[src/rtl/clk_int_div_multi.sv]
// Multi-channel integer clock divider with valid/ready ratio loading.
// Optional settle counter on div_done_o: define CLK_INT_DIV_MULTI_DONE_EN.
module clk_int_div_multi #(
   parameter int NUM_CH           = 2,
   parameter int DIV_VALUE_WIDTH  = 8,
   parameter int DONE_DELAY_WIDTH = 3
) (
   input  logic                              clk_i,
   input  logic                              rst_i,
   input  logic [NUM_CH-1:0]                 en_i,
   input  logic [NUM_CH*DIV_VALUE_WIDTH-1:0] div_i,
   input  logic [NUM_CH-1:0]                 div_valid_i,
   output logic [NUM_CH-1:0]                 div_ready_o,
   output logic [NUM_CH-1:0]                 div_done_o,
   output logic [NUM_CH-1:0]                 clk_o
);

   localparam int W = DIV_VALUE_WIDTH;

   typedef enum logic {OFF, RUN} state_e;

   for (genvar k = 0; k < NUM_CH; k++) begin : g_ch
      state_e         state_q, state_d;
      logic [W-1:0]   div_q, div_d;
      logic [W-1:0]   pend_q, pend_d;
      logic [W-1:0]   cnt_q, cnt_d;
      logic           pend_vld_q, pend_vld_d;
      logic           clk_q, clk_d;
      logic [W-1:0]   div_in, div_clamp;
      logic [W:0]     half;
      logic           acc, wrap, div_wr;

      assign div_in    = div_i[k*W +: W];
      assign div_clamp = (div_in == '0) ? {{(W-1){1'b0}}, 1'b1} : div_in;
      assign acc       = div_valid_i[k] & ~pend_vld_q;
      assign wrap      = (cnt_q == div_q);
      assign half      = ({1'b0, div_q} + 1'b1) >> 1;

      always_ff @(posedge clk_i or posedge rst_i) begin
         if (rst_i) begin
            state_q    <= OFF;
            div_q      <= {{(W-1){1'b0}}, 1'b1};
            pend_q     <= {{(W-1){1'b0}}, 1'b1};
            pend_vld_q <= 1'b0;
            cnt_q      <= '0;
            clk_q      <= 1'b0;
         end else begin
            state_q    <= state_d;
            div_q      <= div_d;
            pend_q     <= pend_d;
            pend_vld_q <= pend_vld_d;
            cnt_q      <= cnt_d;
            clk_q      <= clk_d;
         end
      end

      // OFF leaves on any enabled edge, RUN only at a period wrap
      always_comb begin
         state_d = state_q;
         unique case (state_q)
            OFF: if (en_i[k]) state_d = RUN;
            RUN: if (wrap && !en_i[k]) state_d = OFF;
         endcase
      end

      always_comb begin
         div_d      = div_q;
         pend_d     = pend_q;
         pend_vld_d = pend_vld_q;
         cnt_d      = cnt_q;
         clk_d      = clk_q;
         div_wr     = 1'b0;
         unique case (state_q)
            OFF: begin
               if (acc) begin
                  div_d  = div_clamp;
                  div_wr = 1'b1;
               end
               if (en_i[k]) begin
                  cnt_d = '0;
                  clk_d = 1'b1;
               end
            end
            RUN: begin
               if (acc) begin
                  pend_d     = div_clamp;
                  pend_vld_d = 1'b1;
               end
               if (wrap) begin
                  // a ratio accepted on the wrap edge itself applies at once
                  if (pend_vld_q) begin
                     div_d      = pend_q;
                     pend_vld_d = 1'b0;
                     div_wr     = 1'b1;
                  end else if (acc) begin
                     div_d      = div_clamp;
                     pend_vld_d = 1'b0;
                     div_wr     = 1'b1;
                  end
                  cnt_d = '0;
                  clk_d = en_i[k];
               end else begin
                  cnt_d = cnt_q + 1'b1;
                  clk_d = ({1'b0, cnt_d} < half);
               end
            end
         endcase
      end

`ifdef CLK_INT_DIV_MULTI_DONE_EN
      logic [DONE_DELAY_WIDTH-1:0] settle_q, settle_d;

      always_ff @(posedge clk_i or posedge rst_i) begin
         if (rst_i) settle_q <= '0;
         else       settle_q <= settle_d;
      end

      always_comb begin
         settle_d = settle_q;
         if (div_wr)
            settle_d = '0;
         else if (state_q == RUN && wrap && !(&settle_q))
            settle_d = settle_q + 1'b1;
      end

      assign div_done_o[k] = &settle_q;
`else
      assign div_done_o[k] = ~pend_vld_q;
`endif

      assign div_ready_o[k] = ~pend_vld_q;
      assign clk_o[k]       = clk_q;
   end

endmodule

[config.mk]
export PLATFORM = sky130hd
export DESIGN_NAME = clk_int_div_multi
export DESIGN_NICKNAME = d
export VERILOG_FILES = /design/src/rtl/clk_int_div_multi.sv
export SDC_FILE = /design/constraint.sdc
export NUM_CORES = 1
export LEC_CHECK = 0
export CORE_MARGIN = 2
export CORE_UTILIZATION = 53
export DETAILED_ROUTE_END_ITERATION = 8
export PLACE_DENSITY = 0.87
export SLEW_MARGIN = 20
export SYNTH_ARGS = -nofsm -noshare
export SYNTH_HDL_FRONTEND = slang
export SYNTH_SLANG_ARGS = --single-unit
[constraint.sdc]
create_clock -name clk_i -period 2.4 [get_ports clk_i]
set_clock_uncertainty 0.2 [all_clocks]
set_input_delay 0.72 -clock clk_i [delete_from_list [all_inputs] [get_ports clk_i]]
set_output_delay 0.72 -clock clk_i [all_outputs]
set_load 0.02 [all_outputs]
# [Yosys cells after proc, flatten, opt, wreduce, memory -nomap -nowiden]
# Index checks and enable logic that the tools add are counted.
# Widths: inputs -> output; s select.
[classes] order_cmp=2 bitwise_logic=6 eq_ne=6 add_sub_neg=4 reduce_logical=8 mux=36
[op_table] operator="$mux 8" count=12
[op_table] operator="$pmux 8 s2" count=4
[op_table] operator="$add 8x1->9 const B" count=2
[op_table] operator="$add 8x1->8 const B" count=2
[op_table] operator="$eq 8x8->1" count=2
[op_table] operator="$logic_not 8->1" count=2
[op_table] operator="$lt 8x8->1" count=2
[op_table] operator="$mux 1" count=16
[op_table] operator="$pmux 1 s2" count=4
[op_table] operator="$ne 2x1->1 const B" count=2
[op_table] operator="$ne 2x2->1 const B" count=2
[op_table] operator="$not 1->1" count=4
[op_table] operator="$reduce_and 2->1" count=2
[op_table] operator="$and 1x1->1" count=2
[op_table] operator="$logic_and 1x1->1" count=2
[op_table] operator="$logic_not 1->1" count=2
[totals] word_cells=74 in_bits=22 output_inout_bits=6 ff_bits=54

# [Depth between registers and ports, before layout]
# Gate-level depths: netlist of run 1.
[depth] word_depth=6 depth_mapped=9 mapped_depth_nobuf=9

# [Worst setup path before layout of run 1]
# No wires, ideal clock.
[synth_path] path_kind="reg-to-reg" start="reg g_ch[0].div_q[0]" end="reg g_ch[0].clk_q" path_stages_with_launch=10 arrival_time_ns=2.064 setup_ns=0.087 required_time_ns=2.113 synth_period_minus_slack_ns=2.351 setup_slack_ns=0.049 cell_sequence="dfstp_2 > ha_1 > nand3_1 > nor2_1 > xnor2_1 > ha_1 > a211o_1 > a21oi_1 > o31ai_1 > a211oi_2"
[synth_via] elab_chain_cells=4 word_cells_on_any_way=5 classes_between="1 x add/sub; 1 x order compare; 1 x eq/ne; 2 x mux"
[synth_lines] item="start: declaration" line_no="24" rtl="logic [W-1:0] div_q, div_d;"
[synth_lines] item="start signal: assignment" line_no="42" rtl="div_q <= {{(W-1){1'b0}}, 1'b1};"
[synth_lines] item="start signal: assignment" line_no="49" rtl="div_q <= div_d;"
[synth_lines] item="$add 8x1->9" line_no="37" rtl="assign half = ({1'b0, div_q} + 1'b1) >> 1;"
[synth_lines] item="$lt 8x8->1" line_no="104" rtl="clk_d = ({1'b0, cnt_d} < half);"
[synth_lines] item="$mux 1 *" line_no="89" rtl="if (wrap) begin"
[synth_lines] item="$pmux 1 s2 *" line_no="73" rtl="unique case (state_q)"
[synth_lines] item="end signal: assignment" line_no="53" rtl="clk_q <= clk_d;"
[synth_lines] item="end: declaration" line_no="28" rtl="logic clk_q, clk_d;"
# Mark *: on every way between the ends. The rest lies on a longest branch, timed or not.
# A chain may end at the register's enable or synchronous reset.

# [Worst setup path in the final report of run 1]
[layout_path] start="reg g_ch[1].div_q[0]" end="reg g_ch[1].clk_q"
[layout_via] elab_chain_cells=4 word_cells_on_any_way=5 classes_between="1 x add/sub; 1 x order compare; 1 x eq/ne; 2 x mux"
[layout_lines] item="start: declaration" line_no="24"
[layout_lines] item="start signal: assignment" line_no="42"
[layout_lines] item="start signal: assignment" line_no="49"
[layout_lines] item="$add 8x1->9" line_no="37"
[layout_lines] item="$lt 8x8->1" line_no="104"
[layout_lines] item="$mux 1 *" line_no="89"
[layout_lines] item="$pmux 1 s2 *" line_no="73"
[layout_lines] item="end signal: assignment" line_no="53"
[layout_lines] item="end: declaration" line_no="28"
# Marks and branches as above.

==> flow_metrics.py, run 1 <==
metrics = {
    "cells_and_area": {
        "layout.nets": 435,
        "drive_above_1_share": 0.184,
        "fillerInstances": 473,
        "multi_input_area_sq_um": 2040,
        "mostFrequentLayoutCell": "dfrtp_1",
        "final_cell_mix": "50 x dfrtp_1, 35 x nand2_1, 25 x xnor2_1",
        "syn2layout_area_growth_pct": 16.7,
        "diodes": 0,
        "layoutNonFillerInstCount": 473,
        "regArea_sq_um": 1360,
    },
    "global_route": {
        "antenna_found_initial": 0,
        "grt_max_degree": 23,
        "grt_overflow": 0,
        "grt.total_usage": 0.227,
        "first_global_vias": 2931,
        "grt_pass1_wl_mm": 13.5,
    },
    "clocking": {
        "cts_sinks": 54,
        "cts-root-buf": "clkbuf_8",
        "cts_tree": "built",
        "cts.htree.levels": 2,
        "clkTransAtPathRegs_ns": 0.10,
        "clockBufferDepth": 2,
        "clock_latency_ns": 0.31,
        "numCtsBuffers": 5,
    },
    "routing": {
        "met1_length_mm": 3.59,
        "drcViolationCount": 0,
        "dr_wl_met2_mm": 4.11,
        "highest_layer": "met4",
        "ant_nets": 0,
        "met3WireLength_microns": 383,
        "detail_route.wl_per_cell_microns": 17.5,
        "vias": 3012,
        "drtIter0Drc": 252,
        "firstDrtPassIters": 5,
        "vias_per_cell": 6.37,
        "wirelength_mm": 8.30,
    },
    "worst_setup_path": {
        "start_kind": "flip-flop",
        "cp_max_fo": 5,
        "crit_path_end_kind": "flip-flop",
        "path_class": "flip-flop to flip-flop",
        "r2r_slack_ns": -0.07,
        "startpoint": "g_ch[1].div_q[0]$_DFFE_PP1P_",
        "r2r_start": "g_ch[1].div_q[0]$_DFFE_PP1P_",
        "cp-endpoint": "g_ch[1].clk_q$_DFFE_PP0P_",
        "r2r_cells": 9,
        "r2r-end": "g_ch[1].clk_q$_DFFE_PP0P_",
        "cp.required_ns": 2.43,
        "crit_arrival_ns": 2.50,
    },
    "sta": {
        "finalHoldViolations": 0,
        "worstMarginPinSlew_ns": 0.522,
        "tns_ns": -0.0717,
        "max_freq_mhz": 405,
        "maxSlewHeadroom": 0.649,
        "worst_slack_ns": -0.0717,
        "rsz0062_at_grt": "yes",
        "setup_viol_count_final": 1,
        "final-max-slew-violation-count": 0,
        "period_minus_slack_ns": 2.47,
        "period_share": 1.03,
    },
    "synth": {
        "synth_flop_cell": "dfrtp_1",
        "synth_seq_area_share": 0.385,
        "yosysTopAreaCellShare": 0.355,
        "postSynth.asyncResetShare": 1.00,
        "syn_nets": 401,
        "yosysTopAreaCell": "dfrtp_1",
        "syn_area_sq_um": 3520,
        "avgSynthCellArea_sq_um": 9.75,
        "ys_ff_latch": 54,
        "syn_inst": 361,
        "synth.distinct_cells": 47,
        "synth_edf_count": 0,
        "synth_area_leaders": "dfrtp_1 36%, xnor2_1 6.5%, ha_1 6.4%, mux2_2 4.8%, nand2_1 3.7%",
        "yosysWarnings": 0,
    },
    "placement": {
        "routabilityCongestion": 0.975,
        "post-dp-hpwl_mm": 5.85,
        "port_buffers": 27,
        "dpl.cell_count": 460,
    },
    "worst_hold_path": {
        "hp-class": "flip-flop to flip-flop",
    },
    "floorplanning": {
        "ioPinCount": 28,
        "start_util": 0.551,
        "fp-row-count": 29,
        "die-area_sq_um": 7310,
        "core_region_area_sq_um": 6390,
        "die-width_microns": 85.5,
        "die_height_microns": 85.5,
    },
    "power_and_ir_drop": {
        "p_per_area_nw_per_um2": 393,
        "ir_drop_mv": 0.404,
        "total_power_mw": 1.62,
        "leakagePower_nw": 1.82,
    },
    "outcome": {
        "outcome": "finished, violations left",
        "violations": "negative setup slack",
    },
    "run": {
        "maxCapViolations": 0,
    },
}
timing repair:
action                                 CTS  global route
resized for setup                        3            16
pin swaps                                1            10
hold buffers                             0             0
setup buffers                            1             4
setup endpoints to repair                2             6
endpoints found under the hold margin    0             0
where the power goes:
part	leakage [nW]	internal [mW]	switching (mW)
clock network	0.0482	0.234	0.292
registers	0.563	0.944	0.0158
logic	1.21	0.0748	0.0562
layout make-up:
type                       count  area share
sequential                    54       0.330
multi-input combinational    274       0.496
inverter                       8     0.00731
clock buffer                   7      0.0210
timing repair buffer          52       0.121
tap                           77      0.0234
clock inverter                 1     0.00122
kinds of logic (layout without fill, tap and decap cells):
logic type | Yosys count | in the layout | share of synthesized area
AO/OA/AOI/OAI | 87 | 87 | 0.192
XOR/XNOR | 38 | 38 | 0.0946
adder cells (fa/ha/maj) | 18 | 18 | 0.0640
buffers and inverters | 33 | 68 | 0.0544
flip-flops | 54 | 54 | 0.385
multiplexers | 15 | 15 | 0.0480
AND/OR/NAND/NOR | 116 | 116 | 0.162
worst max-delay path, cell delays in order (launching register included):
cell      delay, ns
dfstp_2        0.58
buf_6          0.12
and4_4         0.21
nand4_1        0.12
xor2_1         0.18
ha_1           0.36
o21a_1         0.22
a21oi_2        0.14
o31ai_2        0.07
a211oi_1       0.19
state kept, by name, summed over array words and instances, names as in the netlist:
register         count
g_ch.clk_q           2
g_ch.cnt_q          16
g_ch.div_q          16
g_ch.pend_q         16
g_ch.pend_vld_q      2
g_ch.state_q         2
stage by stage:
| stage | cell area [sq um] | worst slack [ns] | utilization | hold slack [ns] |
|---|---|---|---|---|
| final | 4110 | -0.0717 | 0.643 | 0.295 |
| after global routing | 4110 | -0.139 | 0.643 | 0.343 |
| after CTS | 4010 | 0.00185 | 0.628 | 0.299 |
| after detailed placement | 3900 | -0.0216 | 0.611 | 0.285 |
| after global placement | 3900 | 0.0586 | 0.611 | 0.277 |
| after floorplan | 3520 | 0.0491 | - | 0.259 |
cell usage after synthesis, drive strengths merged (10+ instances only):
cell type,number
ha,18
mux2,15
a22o,10
a211oi,15
buf,20
dfrtp,50
xor2,12
nand3,15
a21oi,14
nand2b,14
nand2,35
nor2,25
xnor2,26
how the worst min path moves through the flow:
stage	startpoint	endpoint	slack, ns	cells past startpoint
finish	g_ch[0].pend_q[0]$_DFFE_PP1P_	g_ch[0].pend_q[0]$_DFFE_PP1P_	0.30	2
global route	g_ch[1].pend_q[2]$_DFFE_PP0P_	g_ch[1].pend_q[2]$_DFFE_PP0P_	0.34	1
CTS	g_ch[0].pend_q[0]$_DFFE_PP1P_	g_ch[0].pend_q[0]$_DFFE_PP1P_	0.30	2
detailed placement	g_ch[0].pend_q[0]$_DFFE_PP1P_	g_ch[0].pend_q[0]$_DFFE_PP1P_	0.29	2
global placement	g_ch[0].pend_q[0]$_DFFE_PP1P_	g_ch[0].pend_q[0]$_DFFE_PP1P_	0.28	2
floorplan	g_ch[0].pend_q[0]$_DFFE_PP1P_	g_ch[0].pend_q[0]$_DFFE_PP1P_	0.26	2
per-layer routing:
layer,GRT usage,up-vias
li1,-,1384
met1,0.301,1493
met2,0.386,110
met3,0.0308,25
met4,0.0707,0
met5,0,-
Power figures use the tool's default switching activity.
==> run 2: changes to the inputs <==
CORE_UTILIZATION = 55   (was 53)
DONT_BUFFER_PORTS = 1   (was unset)
PLACE_DENSITY = 0.83   (was 0.87)
==> run 2 against run 1 <==
Effect of this change: the run still ends with negative setup slack left; first-iteration DRC count grew 13%; largest power group unchanged; sequential cell count is the same; non-clock buffer count is 32 lower; global-route usage is 0.23 points higher; cell count decreased by 6.8%; sequential share of layout area is 2.6 points higher; via count fell by 4.2%; hold slack worse by 0.16 ns; highest routed layer unchanged; clock power increased by 21%; wire length is 1.1% lower; total power up 3.6%; fmax rose by 0.68%.
==> flow_metrics.py, run 2 (synthesis gave the netlist of run 1 again) <==
metrics = {
    "clocking": {
        "cts_hold_buffers": 0,
        "clock_latency_ns": 0.31,
        "numCtsBuffers": 5,
        "clkTransAtPathRegs_ns": 0.10,
        "cts-root-buf": "clkbuf_8",
        "cts_tree": "built",
        "cts_sinks": 54,
        "clockBufferDepth": 2,
        "cts.htree.levels": 2,
    },
    "cells_and_area": {
        "syn2layout_area_growth_pct": 8.14,
        "mostFrequentLayoutCell": "dfrtp_1",
        "final_cell_mix": "50 x dfrtp_1, 35 x nand2_1, 26 x xnor2_1",
        "diodes": 0,
        "drive_above_1_share": 0.187,
        "reg_top3": "g_ch.cnt_q x16, g_ch.div_q x16, g_ch.pend_q x16",
        "fin_util": 0.606,
        "layout.nets": 403,
    },
    "routing": {
        "drcViolationCount": 0,
        "vias_per_cell": 6.54,
        "detail_route.wl_per_cell_microns": 18.6,
        "ant_nets": 0,
        "drtIter0Drc": 285,
        "firstDrtPassIters": 5,
        "wirelength_mm": 8.21,
        "vias": 2886,
    },
    "power_and_ir_drop": {
        "p_sw_frac": 0.223,
        "ir_drop_mv": 0.286,
        "p_per_area_nw_per_um2": 440,
        "p_comb_frac": 0.048,
        "leakagePower_nw": 1.61,
        "p_sw_uw": 373,
        "internal_power_mw": 1.30,
        "clockPowerShare": 0.379,
        "p_seq_frac": 0.573,
    },
    "placement": {
        "routabilityCongestion": 0.849,
        "port_buffers": 0,
        "post-dp-hpwl_mm": 5.49,
    },
    "sta": {
        "setup_viol_count_final": 2,
        "finalHoldViolations": 0,
        "rsz0062_at_grt": "yes",
        "max_freq_mhz": 407,
        "final-max-slew-violation-count": 0,
        "period_minus_slack_ns": 2.46,
        "worstMarginPinSlew_ns": 0.585,
        "maxSlewHeadroom": 0.608,
        "tns_ns": -0.0584,
        "period_share": 1.02,
        "worst_slack_ns": -0.0550,
    },
    "outcome": {
        "outcome": "finished, violations left",
        "violations": "negative setup slack",
    },
    "worst_setup_path": {
        "cp_max_fo": 2,
        "path_class": "flip-flop to flip-flop",
        "crit_arrival_ns": 2.49,
        "start_kind": "flip-flop",
        "crit_path_end_kind": "flip-flop",
        "cp.required_ns": 2.43,
    },
    "floorplanning": {
        "ioPinCount": 28,
        "die-area_sq_um": 7060,
        "fp-row-count": 29,
        "die-width_microns": 84.0,
        "core_region_area_sq_um": 6280,
        "start_util": 0.561,
        "die_height_microns": 84.0,
    },
    "global_route": {
        "grt_overflow": 0,
        "grt_max_degree": 55,
        "antenna_found_initial": 0,
        "grt_pass1_wl_mm": 13.1,
        "grt.total_usage": 0.229,
        "first_global_vias": 2727,
    },
    "worst_hold_path": {
        "hp-class": "input pin to asynchronous set/reset pin",
    },
    "run": {
        "maxCapViolations": 0,
    },
}
==> run 2: path summary, 6_finish.rpt <==
kind | start | to | slack (ns) | depth (start not counted)
max reg2reg | g_ch[1].div_q[0]$_DFFE_PP1P_ | g_ch[1].clk_q$_DFFE_PP0P_ | -0.06 | 9
max in group asynchronous | rst_i | g_ch[1].div_q[0]$_DFFE_PP1P_ | 1.58 | 2
min in group clk_i | g_ch[0].pend_q[0]$_DFFE_PP1P_ | g_ch[0].pend_q[0]$_DFFE_PP1P_ | 0.30 | 2
max | g_ch[1].div_q[0]$_DFFE_PP1P_ | g_ch[1].clk_q$_DFFE_PP0P_ | -0.06 | 9
min reg2reg | g_ch[0].pend_q[0]$_DFFE_PP1P_ | g_ch[0].pend_q[0]$_DFFE_PP1P_ | 0.30 | 2
min | rst_i | g_ch[1].cnt_q[7]$_DFFE_PP0P_ | 0.13 | 2
==> run 2: area by class of cell <==
cell class                      instances  area [sq um]
Fill cell                             489          2470
Multi-Input combinational cell        274          2040
Sequential cell                        54          1360
Timing Repair Buffer                   20           166
Tap cell                               77          96.3
Clock buffer                            5          68.8
Clock inverter                          3          47.5
Inverter                                8          30.0
==> run 2: repair_timing <==
action | CTS | global route
gates resized for setup | 9 | 6
setup buffers | 1 | 3
setup endpoints to repair | 2 | 2
pin swaps | 3 | 11
==> run 2: critical path, stage by stage (launching register included) <==
cell      delay, ns
dfstp_2        0.58
ha_4           0.16
nand3_4        0.09
nor2_4         0.16
xnor2_1        0.14
ha_1           0.27
a211o_1        0.30
a21oi_2        0.17
o31ai_2        0.10
a211oi_2       0.19
==> run 2: layer usage <==
layer / global-route usage / up-vias / wire, microns
met4: 0.0616 / 0 / 188
met5: 0 / - / 0
met3: 0.0435 / 26 / 601
met2: 0.374 / 132 / 3940
li1: - / 1327 / -
met1: 0.313 / 1401 / 3480
==> run 2: per-stage QoR <==
stage	instances	area [sq um]	hold slack [ns]	total power [mW]	setup slack (ns)
floorplan	361	3520	0.259	1.04	0.0491
global placement	429	3590	0.274	1.05	0.0522
detailed placement	429	3590	0.289	1.06	-0.0527
CTS	438	3750	0.137	1.69	0.00433
global route	441	3810	0.144	1.74	-0.0806
finish	441	3810	0.133	1.67	-0.0550
==> run 2: power by group through the flow <==
stage          sequential [mW]  combinational (mW)  clock [mW]
6_report                 0.959              0.0805       0.635
5_1_grt                  0.964              0.0919       0.685
4_1_cts                  0.959              0.0824       0.652
3_5_place_dp             0.976              0.0817           0
3_3_place_gp             0.974              0.0802           0
2_1_floorplan            0.972              0.0647           0
==> run 3: changes to the inputs <==
ABC_AREA = 0   (was unset)
==> results of run 3 <==
Final layout, timing and power as in run 2 (identical DEF).
